$ cat src/rtl/fb_pkg.sv
// Shared types and default widths for the framebuffer arbiter.
package fb_pkg;

  typedef enum logic [0:0] {
    StIdle  = 1'b0,
    StClear = 1'b1
  } fb_state_e;

  localparam int unsigned FB_ADDR_W      = 10;
  localparam int unsigned FB_DATA_W      = 4;
  localparam int unsigned FB_CLEAR_VALUE = 0;

endpackage

$ cat src/rtl/fb_arbiter_if.sv
// Host write bus, scan-out read port and RAM port of the framebuffer arbiter.
interface fb_arbiter_if
  import fb_pkg::*;
#(
  parameter int unsigned ADDR_W = FB_ADDR_W,
  parameter int unsigned DATA_W = FB_DATA_W
);
  logic              host_strobe;
  logic [ADDR_W-1:0] host_addr;
  logic [DATA_W-1:0] host_data;
  logic              vid_req;
  logic [ADDR_W-1:0] vid_addr;
  logic              vid_valid;
  logic [DATA_W-1:0] vid_data;
  logic [ADDR_W-1:0] ram_addr;
  logic [DATA_W-1:0] ram_din;
  logic              ram_we;
  logic [DATA_W-1:0] ram_dout;

  modport slave (
    input  host_strobe, host_addr, host_data, vid_req, vid_addr, ram_dout,
    output vid_valid, vid_data, ram_addr, ram_din, ram_we
  );

  modport master (
    output host_strobe, host_addr, host_data, vid_req, vid_addr, ram_dout,
    input  vid_valid, vid_data, ram_addr, ram_din, ram_we
  );
endinterface

$ cat src/rtl/fb_wr_fifo.sv
// Synchronous FIFO for queued host writes; a push into a full queue is accepted
// only when a pop happens in the same cycle.
module fb_wr_fifo #(
  parameter int unsigned DEPTH = 4,
  parameter int unsigned WIDTH = 14
) (
  input  logic                   clk,
  input  logic                   rst_n,
  input  logic                   push,
  input  logic                   pop,
  input  logic [WIDTH-1:0]       wdata,
  output logic [WIDTH-1:0]       rdata,
  output logic                   full,
  output logic                   empty,
  output logic [$clog2(DEPTH):0] level
);
  localparam int unsigned PTR_W = $clog2(DEPTH);

  logic [WIDTH-1:0] mem_q [DEPTH];
  logic [PTR_W-1:0] wr_ptr_q, rd_ptr_q;
  logic [PTR_W:0]   level_q;
  logic             do_push, do_pop;

  assign full    = (level_q == (PTR_W+1)'(DEPTH));
  assign empty   = (level_q == '0);
  assign do_pop  = pop & ~empty;
  assign do_push = push & (~full | do_pop);
  assign rdata   = mem_q[rd_ptr_q];
  assign level   = level_q;

  always_ff @(posedge clk or negedge rst_n) begin
    if (!rst_n) begin
      wr_ptr_q <= '0;
      rd_ptr_q <= '0;
      level_q  <= '0;
    end else begin
      if (do_push) wr_ptr_q <= wr_ptr_q + 1'b1;
      if (do_pop)  rd_ptr_q <= rd_ptr_q + 1'b1;
      unique case ({do_push, do_pop})
        2'b10:   level_q <= level_q + 1'b1;
        2'b01:   level_q <= level_q - 1'b1;
        default: level_q <= level_q;
      endcase
    end
  end

  always_ff @(posedge clk) begin
    if (do_push) mem_q[wr_ptr_q] <= wdata;
  end

endmodule

$ cat src/rtl/fb_arbiter.sv
// Framebuffer RAM arbiter: scan-out reads first, then the clear sequencer, then
// queued host writes, one RAM operation per cycle.
module fb_arbiter
  import fb_pkg::*;
#(
  parameter int unsigned ADDR_W      = FB_ADDR_W,
  parameter int unsigned DATA_W      = FB_DATA_W,
  parameter int unsigned FIFO_DEPTH  = 4,
  parameter int unsigned SYNC_STAGES = 2,
  parameter int unsigned CLEAR_VALUE = FB_CLEAR_VALUE
) (
  input  logic                        clk,
  input  logic                        rst_n,
  fb_arbiter_if.slave                 bus,
  input  logic                        clear_start,
  output logic                        clear_busy,
  output logic [$clog2(FIFO_DEPTH):0] fifo_level,
  output logic                        overflow,
  input  logic                        clr_overflow
);
  localparam int unsigned       ENT_W      = ADDR_W + DATA_W;
  localparam logic [DATA_W-1:0] CLEAR_WORD = DATA_W'(CLEAR_VALUE);
  localparam logic [ADDR_W-1:0] LAST_ADDR  = '1;

  logic [SYNC_STAGES-1:0] sync_q;
  logic                   strobe_prev_q;
  logic                   host_rise;

  always_ff @(posedge clk or negedge rst_n) begin
    if (!rst_n) begin
      sync_q        <= '0;
      strobe_prev_q <= 1'b0;
    end else begin
      sync_q        <= {sync_q[SYNC_STAGES-2:0], bus.host_strobe};
      strobe_prev_q <= sync_q[SYNC_STAGES-1];
    end
  end

  assign host_rise = sync_q[SYNC_STAGES-1] & ~strobe_prev_q;

  logic [ENT_W-1:0]  fifo_head;
  logic [ADDR_W-1:0] head_addr;
  logic [DATA_W-1:0] head_data;
  logic              fifo_full, fifo_empty, fifo_pop;

  fb_wr_fifo #(
    .DEPTH (FIFO_DEPTH),
    .WIDTH (ENT_W)
  ) u_wr_fifo (
    .clk   (clk),
    .rst_n (rst_n),
    .push  (host_rise),
    .pop   (fifo_pop),
    .wdata ({bus.host_addr, bus.host_data}),
    .rdata (fifo_head),
    .full  (fifo_full),
    .empty (fifo_empty),
    .level (fifo_level)
  );

  assign {head_addr, head_data} = fifo_head;

  fb_state_e         state_q;
  logic [ADDR_W-1:0] clr_ptr_q, addr_q;
  logic [DATA_W-1:0] din_q;
  logic              vid_valid_q, overflow_q, clr_step;
  logic [ADDR_W-1:0] ram_addr;
  logic [DATA_W-1:0] ram_din;
  logic              ram_we;

  // No RAM operation is issued while reset is held, so the port rests at its reset values.
  always_comb begin
    ram_we   = 1'b0;
    ram_addr = addr_q;
    ram_din  = din_q;
    fifo_pop = 1'b0;
    clr_step = 1'b0;
    if (!rst_n) begin
      ram_we = 1'b0;
    end else if (bus.vid_req) begin
      ram_addr = bus.vid_addr;
    end else if (state_q == StClear) begin
      ram_we   = 1'b1;
      ram_addr = clr_ptr_q;
      ram_din  = CLEAR_WORD;
      clr_step = 1'b1;
    end else if (!fifo_empty) begin
      ram_we   = 1'b1;
      ram_addr = head_addr;
      ram_din  = head_data;
      fifo_pop = 1'b1;
    end
  end

  always_ff @(posedge clk or negedge rst_n) begin
    if (!rst_n) begin
      state_q     <= StClear;
      clr_ptr_q   <= '0;
      addr_q      <= '0;
      din_q       <= '0;
      vid_valid_q <= 1'b0;
      overflow_q  <= 1'b0;
    end else begin
      vid_valid_q <= bus.vid_req;
      addr_q      <= ram_addr;
      din_q       <= ram_din;
      unique case (state_q)
        StIdle: begin
          if (clear_start) begin
            state_q   <= StClear;
            clr_ptr_q <= '0;
          end
        end
        StClear: begin
          if (clr_step) begin
            clr_ptr_q <= clr_ptr_q + 1'b1;
            if (clr_ptr_q == LAST_ADDR) state_q <= StIdle;
          end
        end
        default: state_q <= StIdle;
      endcase
      // A dropped push wins over a same-cycle clear request.
      if (host_rise && fifo_full && !fifo_pop) begin
        overflow_q <= 1'b1;
      end else if (clr_overflow) begin
        overflow_q <= 1'b0;
      end
    end
  end

  assign bus.ram_we    = ram_we;
  assign bus.ram_addr  = ram_addr;
  assign bus.ram_din   = ram_din;
  assign bus.vid_valid = vid_valid_q;
  assign bus.vid_data  = vid_valid_q ? bus.ram_dout : '0;
  assign clear_busy    = (state_q == StClear);
  assign overflow      = overflow_q;

endmodule

$ cat src/flat_wrapper.sv
// flat-port wrapper written by rule: the top's interface ports become plain ports
module fb_arbiter_flat import fb_pkg::*;
#(
  parameter int unsigned ADDR_W      = FB_ADDR_W,
  parameter int unsigned DATA_W      = FB_DATA_W,
  parameter int unsigned FIFO_DEPTH  = 4,
  parameter int unsigned SYNC_STAGES = 2,
  parameter int unsigned CLEAR_VALUE = FB_CLEAR_VALUE
)
  (clk, rst_n, clear_start, clear_busy, fifo_level, overflow, clr_overflow, bus_host_strobe, bus_host_addr, bus_host_data, bus_vid_req, bus_vid_addr, bus_ram_dout, bus_vid_valid, bus_vid_data, bus_ram_addr, bus_ram_din, bus_ram_we);
  fb_arbiter_if #(.ADDR_W(ADDR_W), .DATA_W(DATA_W)) bus_i ();
  input  logic clk;
  input  logic rst_n;
  input  logic clear_start;
  output logic clear_busy;
  output logic [$clog2(FIFO_DEPTH):0] fifo_level;
  output logic overflow;
  input  logic clr_overflow;
  input wire logic [$bits(bus_i.host_strobe)-1:0] bus_host_strobe;
  input wire logic [$bits(bus_i.host_addr)-1:0] bus_host_addr;
  input wire logic [$bits(bus_i.host_data)-1:0] bus_host_data;
  input wire logic [$bits(bus_i.vid_req)-1:0] bus_vid_req;
  input wire logic [$bits(bus_i.vid_addr)-1:0] bus_vid_addr;
  input wire logic [$bits(bus_i.ram_dout)-1:0] bus_ram_dout;
  output wire logic [$bits(bus_i.vid_valid)-1:0] bus_vid_valid;
  output wire logic [$bits(bus_i.vid_data)-1:0] bus_vid_data;
  output wire logic [$bits(bus_i.ram_addr)-1:0] bus_ram_addr;
  output wire logic [$bits(bus_i.ram_din)-1:0] bus_ram_din;
  output wire logic [$bits(bus_i.ram_we)-1:0] bus_ram_we;
  assign bus_i.host_strobe = bus_host_strobe;
  assign bus_i.host_addr = bus_host_addr;
  assign bus_i.host_data = bus_host_data;
  assign bus_i.vid_req = bus_vid_req;
  assign bus_i.vid_addr = bus_vid_addr;
  assign bus_i.ram_dout = bus_ram_dout;
  assign bus_vid_valid = bus_i.vid_valid;
  assign bus_vid_data = bus_i.vid_data;
  assign bus_ram_addr = bus_i.ram_addr;
  assign bus_ram_din = bus_i.ram_din;
  assign bus_ram_we = bus_i.ram_we;
  fb_arbiter #(.ADDR_W(ADDR_W), .DATA_W(DATA_W), .FIFO_DEPTH(FIFO_DEPTH), .SYNC_STAGES(SYNC_STAGES), .CLEAR_VALUE(CLEAR_VALUE)) u_core (.clk(clk), .rst_n(rst_n), .bus(bus_i), .clear_start(clear_start), .clear_busy(clear_busy), .fifo_level(fifo_level), .overflow(overflow), .clr_overflow(clr_overflow));
endmodule
$ cat config.mk
export PLATFORM = sky130hd
export DESIGN_NAME = fb_arbiter_flat
export DESIGN_NICKNAME = d
export VERILOG_FILES = /design/src/rtl/fb_pkg.sv /design/src/rtl/fb_arbiter_if.sv /design/src/rtl/fb_wr_fifo.sv /design/src/rtl/fb_arbiter.sv /design/src/flat_wrapper.sv
export SDC_FILE = /design/constraint.sdc
export NUM_CORES = 1
export LEC_CHECK = 0
export CAP_MARGIN = 10
export CORE_MARGIN = 2
export CORE_UTILIZATION = 58
export DETAILED_ROUTE_END_ITERATION = 8
export GPL_TIMING_DRIVEN = 0
export PLACE_DENSITY = 0.95
export SETUP_SLACK_MARGIN = 0.5
export SYNTH_ARGS = -nofsm -noshare
export SYNTH_HDL_FRONTEND = slang
export SYNTH_SLANG_ARGS = --single-unit
$ cat constraint.sdc
create_clock -name clk -period 6.06 [get_ports clk]
set_input_delay 0.606 -clock clk [delete_from_list [all_inputs] [get_ports clk]]
set_output_delay 0.606 -clock clk [all_outputs]
set_load 0.05 [all_outputs]
# After elaboration in Yosys (flattened, before gate mapping)
# Memories as Yosys holds them, arrays and structs flattened.
# Cells that the tools add are included.
# Widths: inputs -> output; s select.
dict set report totals {
  reg_bits 37
  inputBits 34
  out_inout_bits 25
  mem_bits_rw 56
  word_cells 69
  mem_count 1
}
dict set report classes {
  add_sub_neg 5
  eq_ne 6
  n_mux 31
  reduce_logical 7
  n_bitwise 8
}
# name words width read_ports rd_ports_with_merged_regs wr line_no
set memory_table {}
lappend memory_table {u_core.u_wr_fifo.mem_q 4 14 1 0 1 fb_wr_fifo.sv:19} ;# logic [WIDTH-1:0] mem_q [DEPTH];
# operator count
set op_table {}
lappend op_table {{$mux 10} 6}
lappend op_table {{$mux 4} 5}
lappend op_table {{$pmux 10 s2} 1}
lappend op_table {{$mux 1} 17}
lappend op_table {{$add 10x1->10 const B} 1}
lappend op_table {{$eq 10x10->1 const B} 1}
lappend op_table {{$pmux 3 s2} 1}
lappend op_table {{$add 2x1->2 const B} 2}
lappend op_table {{$ne 2x2->1 const B} 2}
lappend op_table {{$not 1->1} 4}
lappend op_table {{$reduce_bool 2->1} 2}
lappend op_table {{$add 3x1->3 const B} 1}
lappend op_table {{$and 1x1->1} 3}
lappend op_table {{$eq 3x3->1 const B} 1}
lappend op_table {{$logic_not 3->1} 1}
lappend op_table {{$sub 3x1->3 const B} 1}
lappend op_table {{$eq 2x1->1 const B} 1}
lappend op_table {{$eq 2x2->1 const B} 1}
lappend op_table {{$logic_and 1x1->1} 2}
lappend op_table {{$pmux 1 s2} 1}
lappend op_table {{$reduce_and 2->1} 1}
lappend op_table {{$logic_not 1->1} 1}
lappend op_table {{$or 1x1->1} 1}

# Logic depth before layout (Yosys ltp)
dict set report depth {
  depth_word 10
  depth_mapped 8
  mapped_depth_nobuf 7
}

# By module
# A second synthesis with hierarchy kept.
dict set report unflattened {
  cells_unflattened 241
  hier_area_um2 3881.2
}
# module instances cells_per_inst area_per_inst_um2
set by_module_without_submodules {}
lappend by_module_without_submodules {fb_wr_fifo 1 111 2452.4}
lappend by_module_without_submodules {fb_arbiter 1 130 1428.9}

# Least setup slack after synthesis
# OpenSTA, ideal clock, no wires.
dict set report synth_timing {
  path_kind {reg-to-output}
  start {reg u_core.u_wr_fifo.level_q[2] (netlist: u_core.u_wr_fifo.level[2])}
  end {out bus_ram_din[0]}
  arrival_time_ns 2.494
  n_path_buf 1
  slack_ns 2.960
  stages_incl_launch_ff 5
  cell_sequence {dfrtp_1 clkbuf_1 nor3_2 a22oi_1 o21ai_0}
}
dict set report synth_via {
  elab_chain_cells 5
}
# element line_no
set synth_lines {}
lappend synth_lines {{from (decl)} fb_wr_fifo.sv:21} ;# logic [PTR_W:0] level_q;
lappend synth_lines {{from (signal assigned)} fb_wr_fifo.sv:40} ;# 2'b10: level_q <= level_q + 1'b1;
lappend synth_lines {{from (signal assigned)} fb_wr_fifo.sv:41} ;# 2'b01: level_q <= level_q - 1'b1;
lappend synth_lines {{from (signal assigned)} fb_wr_fifo.sv:42} ;# default: level_q <= level_q;
lappend synth_lines {{$logic_not 3->1} fb_wr_fifo.sv:25} ;# assign empty = (level_q == '0);
lappend synth_lines {{$mux 4} fb_arbiter.sv:87} ;# end else if (!fifo_empty) begin
lappend synth_lines {{$mux 4} fb_arbiter.sv:82} ;# end else if (state_q == StClear) begin
lappend synth_lines {{$mux 4} fb_arbiter.sv:80} ;# end else if (bus.vid_req) begin
lappend synth_lines {{$mux 4} fb_arbiter.sv:78} ;# if (!rst_n) begin
lappend synth_lines {{to (decl)} flat_wrapper.sv:28} ;# output wire logic [$bits(bus_i.ram_din)-1:0] bus_ram_din;
# Every way passes these cells.

# Worst setup path in the final report
dict set report layout_timing {
  start {in bus_vid_req}
  end {out bus_ram_addr[3]}
}
dict set report layout_via {
  elab_chain_cells 2
}
# element line_no
set layout_lines {}
lappend layout_lines {{from (decl)} flat_wrapper.sv:22} ;# input wire logic [$bits(bus_i.vid_req)-1:0] bus_vid_req;
lappend layout_lines {{$mux 10} fb_arbiter.sv:80}
lappend layout_lines {{$mux 10} fb_arbiter.sv:78}
lappend layout_lines {{to (decl)} flat_wrapper.sv:27} ;# output wire logic [$bits(bus_i.ram_addr)-1:0] bus_ram_addr;
# Every way passes these cells.

==> impl_metrics.json <==
{
  "rsz0062_at_grt": "false",
  "synth_warnings": 0,
  "dieWidth_um": 86.7,
  "clock-sinks": 93,
  "synth_ff_type": "edfxtp_1",
  "use_met1": 0.307,
  "gp_congestion": 0.883,
  "grt_pass1_wl_mm": 13.1,
  "cp_slowest_cell": "clkdlybuf4s50_1",
  "seq_area_um2": 2610,
  "diodes": 0,
  "grt_pass1_vias": 2694,
  "maxCapViolCount": 0,
  "p_leak_nw": 1.74,
  "worstPathCellList": "clkdlybuf4s50_1, nor3b_4, a21boi_1, o22ai_1, a21oi_1, clkdlybuf4s50_1",
  "dpl.cell_count": 420,
  "hold_ws_ps": 152,
  "nets": 391,
  "initial_core_util": 0.591,
  "met2_usage": 0.384,
  "max_stage_delay_ps": 860,
  "grt_busiest_layer": "met2",
  "io_pins": 59,
  "routed_wl_mm": 8.22,
  "clock_path_buffers": 2,
  "dp_slack_ps": 2300,
  "via_per_inst": 6.10,
  "syn-num-nets": 321,
  "num_rows": 30,
  "cts_buffers": 9,
  "worst-path-buf-inv": 2,
  "met3_usage": 0.0505,
  "die_area_um2": 7520,
  "min_path_type": "in -> async",
  "path_max_fanout": 9,
  "cts_tree": "built",
  "layout-drive-gt1-share": 0.118,
  "syn_inst": 281,
  "grt_overflow": 0,
  "htreeDepth": 3,
  "ant_nets": 0,
  "drtIter0Drc": 302,
  "drv_slew": 0,
  "tns_ps": 0,
  "cp_num_cells": 6,
  "synth-seq-cells": 93,
  "syn_avg_cell_area_um2": 14.1,
  "hold_viol_final": 0,
  "worstPathRequired_ps": 5450,
  "syn_area_um2": 3970,
  "tightest_slew_ps": 773,
  "vias": 2659,
  "outcome": "finished, final reports clean",
  "critical-path-top-delay-family": "buffers and inverters",
  "final.fill_count": 397,
  "critPathKind": "in -> out",
  "period_needed_ps": 3790,
  "layout.cells.non_filler": 436,
  "cts_resized": 0,
  "clock_latency_ps": 360,
  "drc": 0,
  "grt_max_degree": 30,
  "antenna_found_initial": 0,
  "clkSlewWorstSetupHoldPaths_ps": 90,
  "area_delta_synth_final_pct": 22.2,
  "yosysUniqueCellTypes": 45,
  "async_flop_share": 0.398,
  "crit_arrival_ps": 3180,
  "peakVddDrop_mv": 0.219,
  "fin_ws_ps": 2270,
  "skew_ps": 12.7,
  "ff2ff_path_depth": 7,
  "end_kind": "primary output",
  "grt_usage": 0.236,
  "hpwlAfterDp_mm": 5.72,
  "timing.fmax_mhz": 264,
  "portBuffers": 58,
  "multi_input_area_um2": 1280,
  "routedWlPerCell_um": 18.9,
  "start_kind": "input pin",
  "setup_viol": 0,
  "die_h_um": 86.7,
  "core_um2": 6720,
  "ys_seq_area_frac": 0.657,
  "cp_common_cell": "clkdlybuf4s50_1",
  "cts_hold_buf": 0,
  "first_pass_iters": 7,
  "p_total_mw": 1.60,
  "cts_setup_buffers": 0,
  "cts_root_buf": "clkbuf_8",
  "synth-edff-count": 56,
  "relSlewSlack": 0.485,
  "power_per_cell_area_nw_per_um2": 331,
  "fin_crit_sh": 0.625
}
## path summary, 6_finish.rpt
kind	start	endpoint	slack, ps
max	bus_vid_req	bus_ram_addr[3]	2270
min	rst_n	u_core.strobe_prev_q	150
max reg2reg	u_core.u_wr_fifo.level[2]	u_core.u_wr_fifo.level[2]	3400
min reg2reg	u_core.sync_q[0]	u_core.sync_q[1]	360
max in group asynchronous	rst_n	u_core.clear_busy	5380
min in group clk	u_core.sync_q[0]	u_core.sync_q[1]	360
## registers in the layout, summed over array words and instances, names as in the netlist
| name | flops |
|---|---|
| u_core.addr_q | 10 |
| u_core.bus.vid_valid | 1 |
| u_core.clear_busy | 1 |
| u_core.clr_ptr_q | 10 |
| u_core.din_q | 4 |
| u_core.overflow | 1 |
| u_core.strobe_prev_q | 1 |
| u_core.sync_q | 2 |
| u_core.u_wr_fifo.level | 3 |
| u_core.u_wr_fifo.mem_q | 56 |
| u_core.u_wr_fifo.rd_ptr_q | 2 |
| u_core.u_wr_fifo.wr_ptr_q | 2 |
## per-layer routing
layer / vias up / wire, um
li1: 1207 / -
met1: 1310 / 3340
met3: 14 / 571
met4: 0 / 180
met2: 128 / 4130
met5: - / 0
## layout make-up
class / count / share of cell area
clock inverter: 7 / 0.0131
timing repair buffer: 59 / 0.123
tap: 80 / 0.0206
clock buffer: 9 / 0.0255
buffer: 12 / 0.0106
sequential: 93 / 0.537
inverter: 8 / 0.00619
multi-input combinational: 168 / 0.264
## cell usage after synthesis, drive strengths merged, types with 2 or more instances
| cell | number | share of area |
|---|---|---|
| clkbuf | 8 | 0.0076 |
| xnor2 | 7 | 0.015 |
| nand4 | 3 | 0.0047 |
| mux4 | 14 | 0.079 |
| mux2 | 2 | 0.0057 |
| a21oi | 13 | 0.016 |
| edfxtp | 56 | 0.42 |
| inv | 8 | 0.0076 |
| or3 | 10 | 0.016 |
| a31oi | 4 | 0.0063 |
| nor2b | 3 | 0.0047 |
| and2 | 8 | 0.013 |
| nor2 | 9 | 0.0091 |
| dfrtp | 36 | 0.23 |
| o21ai | 15 | 0.019 |
| nand3 | 11 | 0.014 |
| mux2i | 2 | 0.0050 |
| ha | 5 | 0.016 |
| xor2 | 2 | 0.0044 |
| and3 | 2 | 0.0032 |
| nor3 | 7 | 0.010 |
| nand2 | 21 | 0.020 |
| o22ai | 10 | 0.016 |
| a22oi | 4 | 0.0076 |
| buf | 4 | 0.0054 |
| nand2b | 2 | 0.0032 |
## per-stage QoR
stage           util  instance area (um2)
2_1_floorplan      -                 3970
3_3_place_gp   0.692                 4650
3_5_place_dp   0.695                 4670
4_1_cts        0.723                 4850
5_1_grt        0.723                 4850
6_report       0.723                 4850
## placed cells by master, fill, tap and decap left out, drive strengths merged, types with 2 or more instances in the layout
master and count:
a21oi 13, a22oi 4, a31oi 4, and2 8
and3 2, buf 6, clkbuf 17, clkdlybuf4s50 57
clkinvlp 2, dfrtp 36, edfxtp 56, ha 5
inv 13, mux2 2, mux2i 2, mux4 14
nand2 21, nand2b 2, nand3 11, nand4 3
nor2 9, nor2b 3, nor3 7, o21ai 15
o22ai 10, or3 10, xnor2 7, xor2 2
## power breakdown
group          leakage [nW]  internal (mW)  switching (mW)  total, mW
registers             0.967          0.758          0.0580      0.816
logic                 0.685          0.154           0.242      0.396
clock network        0.0907          0.159           0.233      0.392
total                  1.74           1.07           0.533       1.60
## kinds of logic (layout without fill, tap and decap cells)
| group | count (synthesis) | in the layout | synth area share |
|---|---|---|---|
| and+or+nand+nor | 81 | 81 | 0.110 |
| adders and majority gates | 6 | 6 | 0.0208 |
| DFF | 93 | 93 | 0.657 |
| buffers and inverters | 20 | 95 | 0.0205 |
| xor gates and xnor gates | 9 | 9 | 0.0198 |
| muxes | 18 | 18 | 0.0901 |
| AOI/OAI and AO/OA | 54 | 54 | 0.0822 |
No activity file was read; power rests on OpenSTA's default activity.
